## config.mk

```make
export PLATFORM = sky130hd
export DESIGN_NAME = color_scan_ctrl
export DESIGN_NICKNAME = d
export VERILOG_FILES = /design/src/rtl/color_scan_ctrl.sv
export SDC_FILE = /design/constraint.sdc
export NUM_CORES = 1
export LEC_CHECK = 0
export ABC_CLOCK_PERIOD_IN_PS = 4250
export CAP_MARGIN = 40
export CORE_MARGIN = 5
export CORE_UTILIZATION = 45
export CTS_BUF_LIST = sky130_fd_sc_hd__clkbuf_4 sky130_fd_sc_hd__clkbuf_8
export DETAILED_ROUTE_END_ITERATION = 7
export HOLD_SLACK_MARGIN = 0.08
export PLACE_DENSITY = 0.65
export SYNTH_ARGS = -nofsm -noshare
export SYNTH_HDL_FRONTEND = slang
export SYNTH_SLANG_ARGS = --single-unit
```

## constraint.sdc

```tcl
create_clock -name clk -period 4.25 [get_ports clk]
set_clock_uncertainty 0.05 [all_clocks]
set_input_delay 0.85 -clock clk [delete_from_list [all_inputs] [get_ports clk]]
set_output_delay 0.85 -clock clk [all_outputs]
set_load 0.03 [all_outputs]
```

## src/rtl/color_scan_ctrl.sv

```systemverilog
// -----------------------------------------------------------------------------
// color_scan_ctrl
//
// Controls a light-to-frequency colour sensor. One scan visits the red, green
// and blue filters in turn. For each filter it waits a settling time and then
// counts rising edges of the sensor output over a fixed window. When all three
// counts are in, it publishes them together with the strongest channel.
//
// Parameters
//   CNT_W         width of each per-channel edge count (saturating)
//   WIN_W         width of the window_cycles configuration input
//
// Ports
//   clk           system clock; all state changes on the rising edge
//   rst           synchronous, active-high reset
//   start         request a full R/G/B scan; only acted on while idle
//   freq_in       asynchronous sensor frequency output
//   window_cycles count window per channel in clk cycles (0 behaves as 1)
//   settle_cycles filter settling time per channel in clk cycles (0 behaves as 1)
//   filter_select sensor filter code: 00 red, 11 green, 10 blue, 01 clear
//   busy          high whenever a scan is in progress (including DONE)
//   done          one-cycle pulse when a scan completes
//   red/green/blue published edge counts of the last completed scan
//   dominant      strongest channel: 00 R, 01 G, 10 B, 11 none (all zero)
// -----------------------------------------------------------------------------
module color_scan_ctrl #(
  parameter int unsigned CNT_W = 16,
  parameter int unsigned WIN_W = 32
) (
  input  logic             clk,
  input  logic             rst,
  input  logic             start,
  input  logic             freq_in,
  input  logic [WIN_W-1:0] window_cycles,
  input  logic [15:0]      settle_cycles,
  output logic [1:0]       filter_select,
  output logic             busy,
  output logic             done,
  output logic [CNT_W-1:0] red,
  output logic [CNT_W-1:0] green,
  output logic [CNT_W-1:0] blue,
  output logic [1:0]       dominant
);

  // Phase counter covers both the window and the settle time without overflow.
  localparam int unsigned PH_W = (WIN_W > 16) ? WIN_W : 16;
  localparam logic [CNT_W-1:0] CNT_MAX = {CNT_W{1'b1}};

  typedef enum logic [1:0] {
    S_IDLE,
    S_SETTLE,
    S_COUNT,
    S_DONE
  } state_e;

  localparam logic [1:0] CH_R = 2'd0;
  localparam logic [1:0] CH_G = 2'd1;
  localparam logic [1:0] CH_B = 2'd2;

  state_e           state_q, state_d;
  logic [1:0]       ch_q, ch_d;
  logic [PH_W-1:0]  phase_q, phase_d;
  logic [PH_W-1:0]  win_q, win_d;
  logic [PH_W-1:0]  settle_q, settle_d;
  logic [CNT_W-1:0] cnt_q, cnt_d;
  logic [CNT_W-1:0] shadow_r_q, shadow_r_d;
  logic [CNT_W-1:0] shadow_g_q, shadow_g_d;
  logic [CNT_W-1:0] shadow_b_q, shadow_b_d;
  logic [CNT_W-1:0] red_q, red_d;
  logic [CNT_W-1:0] green_q, green_d;
  logic [CNT_W-1:0] blue_q, blue_d;
  logic [1:0]       dominant_q, dominant_d;

  logic sync1_q, sync2_q, prev_q, edge_q;

  logic [PH_W-1:0]  win_eff, settle_eff;
  logic [CNT_W-1:0] cnt_inc;

  // Strict maximum wins; ties go R over G over B; all-zero reports "none".
  function automatic logic [1:0] pick_dominant(input logic [CNT_W-1:0] r,
                                               input logic [CNT_W-1:0] g,
                                               input logic [CNT_W-1:0] b);
    if (r == '0 && g == '0 && b == '0) return 2'b11;
    if (r >= g && r >= b)              return 2'b00;
    if (g >= b)                        return 2'b01;
    return 2'b10;
  endfunction

  function automatic logic [1:0] filter_code(input logic [1:0] ch);
    case (ch)
      CH_R:    return 2'b00;
      CH_G:    return 2'b11;
      CH_B:    return 2'b10;
      default: return 2'b01;
    endcase
  endfunction

  // A configured length of zero runs as a one-cycle phase.
  assign win_eff    = (window_cycles == '0) ? PH_W'(1) : PH_W'(window_cycles);
  assign settle_eff = (settle_cycles == '0) ? PH_W'(1) : PH_W'(settle_cycles);

  // Working count including this cycle's edge, held at full scale.
  assign cnt_inc = (edge_q && cnt_q != CNT_MAX) ? cnt_q + CNT_W'(1) : cnt_q;

  // NOTE: every signal written here gets its default first, so no path through
  // the case statement can leave one unassigned and infer a latch.
  always_comb begin
    state_d    = state_q;
    ch_d       = ch_q;
    phase_d    = phase_q;
    win_d      = win_q;
    settle_d   = settle_q;
    cnt_d      = cnt_q;
    shadow_r_d = shadow_r_q;
    shadow_g_d = shadow_g_q;
    shadow_b_d = shadow_b_q;
    red_d      = red_q;
    green_d    = green_q;
    blue_d     = blue_q;
    dominant_d = dominant_q;

    unique case (state_q)
      S_IDLE: begin
        if (start) begin
          win_d    = win_eff;
          settle_d = settle_eff;
          ch_d     = CH_R;
          phase_d  = settle_eff - PH_W'(1);
          state_d  = S_SETTLE;
        end
      end

      // phase_q counts down to zero, so each phase lasts exactly its length.
      S_SETTLE: begin
        if (phase_q == '0) begin
          cnt_d   = '0;
          phase_d = win_q - PH_W'(1);
          state_d = S_COUNT;
        end else begin
          phase_d = phase_q - PH_W'(1);
        end
      end

      S_COUNT: begin
        cnt_d = cnt_inc;
        if (phase_q == '0) begin
          unique case (ch_q)
            CH_R:    shadow_r_d = cnt_inc;
            CH_G:    shadow_g_d = cnt_inc;
            default: shadow_b_d = cnt_inc;
          endcase
          if (ch_q == CH_B) begin
            // Publish on the way into DONE so the results are already valid
            // while done is high. Blue's shadow is being written on this same
            // edge, so its value is taken from the count directly.
            red_d      = shadow_r_q;
            green_d    = shadow_g_q;
            blue_d     = cnt_inc;
            dominant_d = pick_dominant(shadow_r_q, shadow_g_q, cnt_inc);
            state_d    = S_DONE;
          end else begin
            ch_d    = ch_q + 2'd1;
            phase_d = settle_q - PH_W'(1);
            state_d = S_SETTLE;
          end
        end else begin
          phase_d = phase_q - PH_W'(1);
        end
      end

      S_DONE: begin
        state_d = S_IDLE;
      end

      default: begin
        state_d = S_IDLE;
      end
    endcase
  end

  // NOTE: sequential state uses non-blocking assignments so every register
  // samples its inputs as they stood before the edge (the synchronizer chain
  // below depends on this to act as a real shift register).
  always_ff @(posedge clk) begin
    if (rst) begin
      state_q    <= S_IDLE;
      ch_q       <= CH_R;
      phase_q    <= '0;
      win_q      <= '0;
      settle_q   <= '0;
      cnt_q      <= '0;
      shadow_r_q <= '0;
      shadow_g_q <= '0;
      shadow_b_q <= '0;
      red_q      <= '0;
      green_q    <= '0;
      blue_q     <= '0;
      dominant_q <= 2'b11;
      sync1_q    <= 1'b0;
      sync2_q    <= 1'b0;
      prev_q     <= 1'b0;
      edge_q     <= 1'b0;
    end else begin
      state_q    <= state_d;
      ch_q       <= ch_d;
      phase_q    <= phase_d;
      win_q      <= win_d;
      settle_q   <= settle_d;
      cnt_q      <= cnt_d;
      shadow_r_q <= shadow_r_d;
      shadow_g_q <= shadow_g_d;
      shadow_b_q <= shadow_b_d;
      red_q      <= red_d;
      green_q    <= green_d;
      blue_q     <= blue_d;
      dominant_q <= dominant_d;
      // Two-flop synchronizer, then a registered rising-edge detector.
      sync1_q    <= freq_in;
      sync2_q    <= sync1_q;
      prev_q     <= sync2_q;
      edge_q     <= sync2_q & ~prev_q;
    end
  end

  always_comb begin
    busy          = (state_q != S_IDLE);
    done          = (state_q == S_DONE);
    filter_select = 2'b01;
    if (state_q == S_SETTLE || state_q == S_COUNT) filter_select = filter_code(ch_q);
  end

  assign red      = red_q;
  assign green    = green_q;
  assign blue     = blue_q;
  assign dominant = dominant_q;

endmodule

```

# ---- Yosys cells after proc, flatten, opt, wreduce, memory -nomap -nowiden
# Cells that the tools add are included.
dict set report classes {
  n_reduce_logical 25
  magnitude_cmp 3
  add_sub_neg 6
  mux 42
  bitwise_logic 2
  eq_ne 11
}
# op count
set op_table {}
lappend op_table {{32-bit 2-to-1 mux} 5}
lappend op_table {{32-bit one-hot mux with 3 select lines} 1}
lappend op_table {{32-bit by 1-bit subtractor with 32-bit output (second input constant)} 3}
lappend op_table {{16-bit logical NOT} 4}
lappend op_table {{32-bit logical NOT} 2}
lappend op_table {{16-bit >= comparator} 3}
lappend op_table {{16-bit 2-to-1 mux} 3}
lappend op_table {{16-bit one-hot mux with 2 select lines} 1}
lappend op_table {{2-bit 2-to-1 mux} 14}
lappend op_table {{16-bit by 1-bit subtractor with 17-bit output (second input constant)} 1}
lappend op_table {{16-bit by 1-bit adder with 16-bit output (second input constant)} 1}
lappend op_table {{16-bit != test (second input constant)} 1}
lappend op_table {{1-bit 2-to-1 mux} 15}
lappend op_table {{3-bit AND reduction} 5}
lappend op_table {{2-bit != test (second input constant)} 4}
lappend op_table {{2-bit one-hot mux with 4 select lines} 1}
lappend op_table {{2-bit equality test (second input constant)} 3}
lappend op_table {{2-bit one-hot mux with 3 select lines} 1}
lappend op_table {{2-bit nonzero test} 3}
lappend op_table {{2-bit by 1-bit equality test with 1-bit output (second input constant)} 2}
lappend op_table {{1-bit logical AND} 4}
lappend op_table {{2-bit logical NOT} 2}
lappend op_table {{2-bit one-hot mux with 2 select lines} 1}
lappend op_table {{2-bit AND reduction} 2}
lappend op_table {{other kinds (7)} 7}
dict set report word_totals {
  wordCells 105
  reg_bits 202
}

# ---- Depth between registers and ports, before layout
dict set report depth {
  ltp_word 21
  ltp_mapped 15
  depth_no_buf 15
}

# ---- Least setup slack after synthesis
# Ideal clock, no wire load.
dict set report synth_path {
  kind {input to register}
  startpoint {input port settle_cycles[8]}
  endpoint {register phase_q[27]}
  path_stages 11
  setup_time_ns 0.119
  arrival_time_ns 3.481
  setup_slack_ns 0.601
  required_time_ns 4.081
  path_cell_list {or4_1 -> or2_2 -> nor3_1 -> a21oi_1 -> ha_1 -> nor3b_1 -> nand3b_1 -> or4_1 -> nor3b_2 -> nand2_1 -> o221a_2}
}
dict set report synth_via {
  elab_chain_len 5
}
# item line_no
set synth_rtl {}
lappend synth_rtl {{start: declaration} 35} ;# input logic [15:0] settle_cycles,
lappend synth_rtl {{16-bit logical NOT} 100} ;# assign settle_eff = (settle_cycles == '0) ? PH_W'(1) : PH_W'(settle_cycles);
lappend synth_rtl {{16-bit 2-to-1 mux (*)} 100}
lappend synth_rtl {{16-bit by 1-bit subtractor with 17-bit output (*)} 128} ;# phase_d = settle_eff - PH_W'(1);
lappend synth_rtl {{32-bit 2-to-1 mux (*)} 124} ;# if (start) begin
lappend synth_rtl {{32-bit one-hot mux with 3 select lines (*)} 122} ;# unique case (state_q)
lappend synth_rtl {{end signal: assignment} 206} ;# phase_q <= phase_d;
lappend synth_rtl {{end: declaration} 62} ;# logic [PH_W-1:0] phase_q, phase_d;
# Every way passes the cells marked *; elsewhere a longest branch is shown, timed or not. The select of a mux whose other input is x is not followed.
# A chain may end at the register's enable or synchronous reset.

# ---- Worst setup path in the final report
dict set report layout_path {
  startpoint {input port settle_cycles[8]}
  endpoint {register phase_q[26]}
}
# The elaborated chain is that of the path after synthesis.

==> flow_summary.yaml <==
drt:
  drcViolationCount: 0
  vias: 10700
  ant_nets: 0
  dr.pass1.iters: 7
  wl_per_cell_um: 17.5
  drt-total-wl_um: 32500
  first_iter_violations: 878
  vias_per_cell: 5.75
finish:
  multi_input_area_um2: 6670
  layout_common_cells: "nand2_1 (263), dfxtp_1 (186), a21oi_1 (164)"
  drive_gt1_share_pct: 7.54
  final-seq-area_um2: 3720
  layout.cells.most_common: "nand2_1"
  area_growth_pct: 17.0
  final_area_um2: 12800
  fin_nets: 1638
  antenna_cells: 0
  n_fill_cell: 2376
clock_network:
  cts_tree: "done"
  cts_buffer_depth: 2
  hold_buffers: 0
  cts_setup_buffers: 0
  cts_root_buffer: "clkbuf_8"
  clkLatencyLatePin_ns: 0.49
  cts_resized: 0
  cts.htree.levels: 4
  path_clk_slew_ns: 0.10
  numClockSinks: 186
  numCtsBuffers: 17
synth:
  synth_cell_types: 75
  synth_cells: 1432
  async_reset_ff_share_pct: 0
  synth-main-ff-cell: "dfxtp_1"
  avgSynthCellArea_um2: 7.66
  syn_area_um2: 11000
  ys_seq_elements: 186
  seq_area_frac_synth_pct: 34.0
  synth_nets: 1545
  ys_warn_count: 0
  synth_edf_count: 0
critical_path:
  crit_chain: "clkdlybuf4s50_1 -> or4_1 -> or2_2 -> nor3_1 -> a21oi_1 -> ha_1 -> nor3b_1 -> nand3b_1 -> or4_1 -> nor3b_2 -> buf_4 -> nand2_1 -> o221ai_1 -> nor2_1"
  crit_cells: 14
  crit_path_start_kind: "input port"
  crit_buf_inv: 2
  worstPathRequired_ns: 4.58
  r2r_cells: 15
  critical-path-top-delay-family: "simple AND/OR/NAND/NOR gates"
  path_class: "in -> reg"
  endpoint_kind: "flop"
  cp.arrival_ns: 4.18
  r2r_slack_ns: 0.42
  critPathMaxStageDelay_ns: 0.60
  cp_slowest_cell: "or4_1"
  crit_top_cell: "or4_1"
  cp_max_fo: 6
pwr:
  p_switching_w: 0.00290
  seq_power_share_pct: 34.9
  power.total_w: 0.00638
  swShare_pct: 45.4
  p_int_w: 0.00348
  clockPowerShare_pct: 19.1
  pwr-share-comb_pct: 46.0
  power_density_nw_per_um2: 497
  vdd_drop_max_v: 0.000362
  power.leakage_nw: 4.69
floorplan:
  fp.dieH_um: 166
  start_util_pct: 45.3
  die_w_um: 166
  rows: 57
  dieArea_um2: 27600
  design.core.area_um2: 24200
  io_pins: 106
sta:
  hold_viol: 0
  max_freq_ghz: 0.260
  rsz0062_at_grt: "false"
  period_share_pct: 90.6
  fin_crit_ns: 3.85
  slew_headroom_pct: 39.1
  setup_viol: 0
  tightest_slew_ns: 0.914
  slew_violations: 0
  fin_setup_tns_ns: 0
worst_hold_path:
  hp-class: "reg -> reg"
  hold_depth: 1
grt:
  grt_pass1_vias: 10300
  antenna_found_initial: 0
  gr-total-overflow: 0
  grt_pass1_wl_um: 53200
  grtUsageTotal_pct: 23.1
  grt_max_degree: 102
placed_design:
  port_buffers: 105
  place_congestion: 0.917
  dp_hpwl_um: 24000
  place_area_um2: 12400
status:
  status: "finished, final reports clean"
job:
  cap_violations: 0
## registers in the layout, indices dropped and copies added, names as in the netlist
signal      flops
phase_q        32
win_q          32
blue           16
cnt_q          16
green          16
red            16
settle_q       16
shadow_g_q     16
shadow_r_q     16
ch_q            2
dominant        2
state_q         2
edge_q          1
prev_q          1
sync1_q         1
sync2_q         1
## final timing paths
path,startpoint,endpoint
worst max-delay path,settle_cycles[8],phase_q[26]
worst min-delay path,prev_q,edge_q
worst max register to register,cnt_q[0],dominant[0]
worst min register to register,prev_q,edge_q
## area by class of cell
cell class	instances	area share, %
multi-input cells	1115	52.0
flip-flops and latches	186	29.0
repair buffers	158	11.3
well taps	324	3.16
clock buffers	17	1.82
inverters	47	1.38
clock inverters	15	1.36
## power groups by stage
stage,sequential [W],clock (W),combinational [W]
after global placement,0.00225,0,0.00288
after detailed placement,0.00225,0,0.00290
after floorplan,0.00218,0,0.00212
after global routing,0.00226,0.00132,0.00323
after CTS,0.00222,0.00125,0.00291
final,0.00223,0.00122,0.00294
## stage by stage
step	utilization, %	hold WS (ns)	worst slack (ns)	cells
final	53.1	0.339	0.402	1862
after global routing	53.1	0.369	0.170	1862
after CTS	53.1	0.345	0.441	1862
after detailed placement	51.4	0.329	-0.0805	1830
after global placement	51.4	0.324	0.0577	1830
after floorplan	-	0.317	0.601	1432
## metal layers
layer	routed length, um	vias up	track usage (%)
met3	1700	64	3.45
met1	14200	4981	29.6
met5	0	-	0
met4	1020	0	8.68
li1	-	5314	-
met2	15600	345	39.5
## cells in the mapped netlist (all sizes together) (24+ instances only)
library cell	n	share of area, %
inv	45	1.5
nor3	33	1.6
or4	24	1.7
o21ai	54	2.5
nand4	25	1.4
nor4	45	2.7
xnor2	36	2.9
dfxtp	186	34
ha	61	7.0
a211oi	39	2.7
buf	39	2.2
nand3	31	1.5
clkbuf	45	1.5
nand2	264	9.1
nor2	123	4.2
xor2	40	3.2
a21oi	165	7.6
## logic make-up (layout without fill, tap and decap cells)
logic type	Yosys count	in the layout	share of synthesized area, %
buffers and inverters	131	237	5.38
flip-flops	186	186	34.0
AND/OR/NAND/NOR	610	610	26.5
XOR/XNOR	76	76	6.07
AO/OA/AOI/OAI	362	362	20.5
multiplexers	6	6	0.593
adder cells (fa/ha/maj)	61	61	6.96
(Power assumes the default switching activity.)
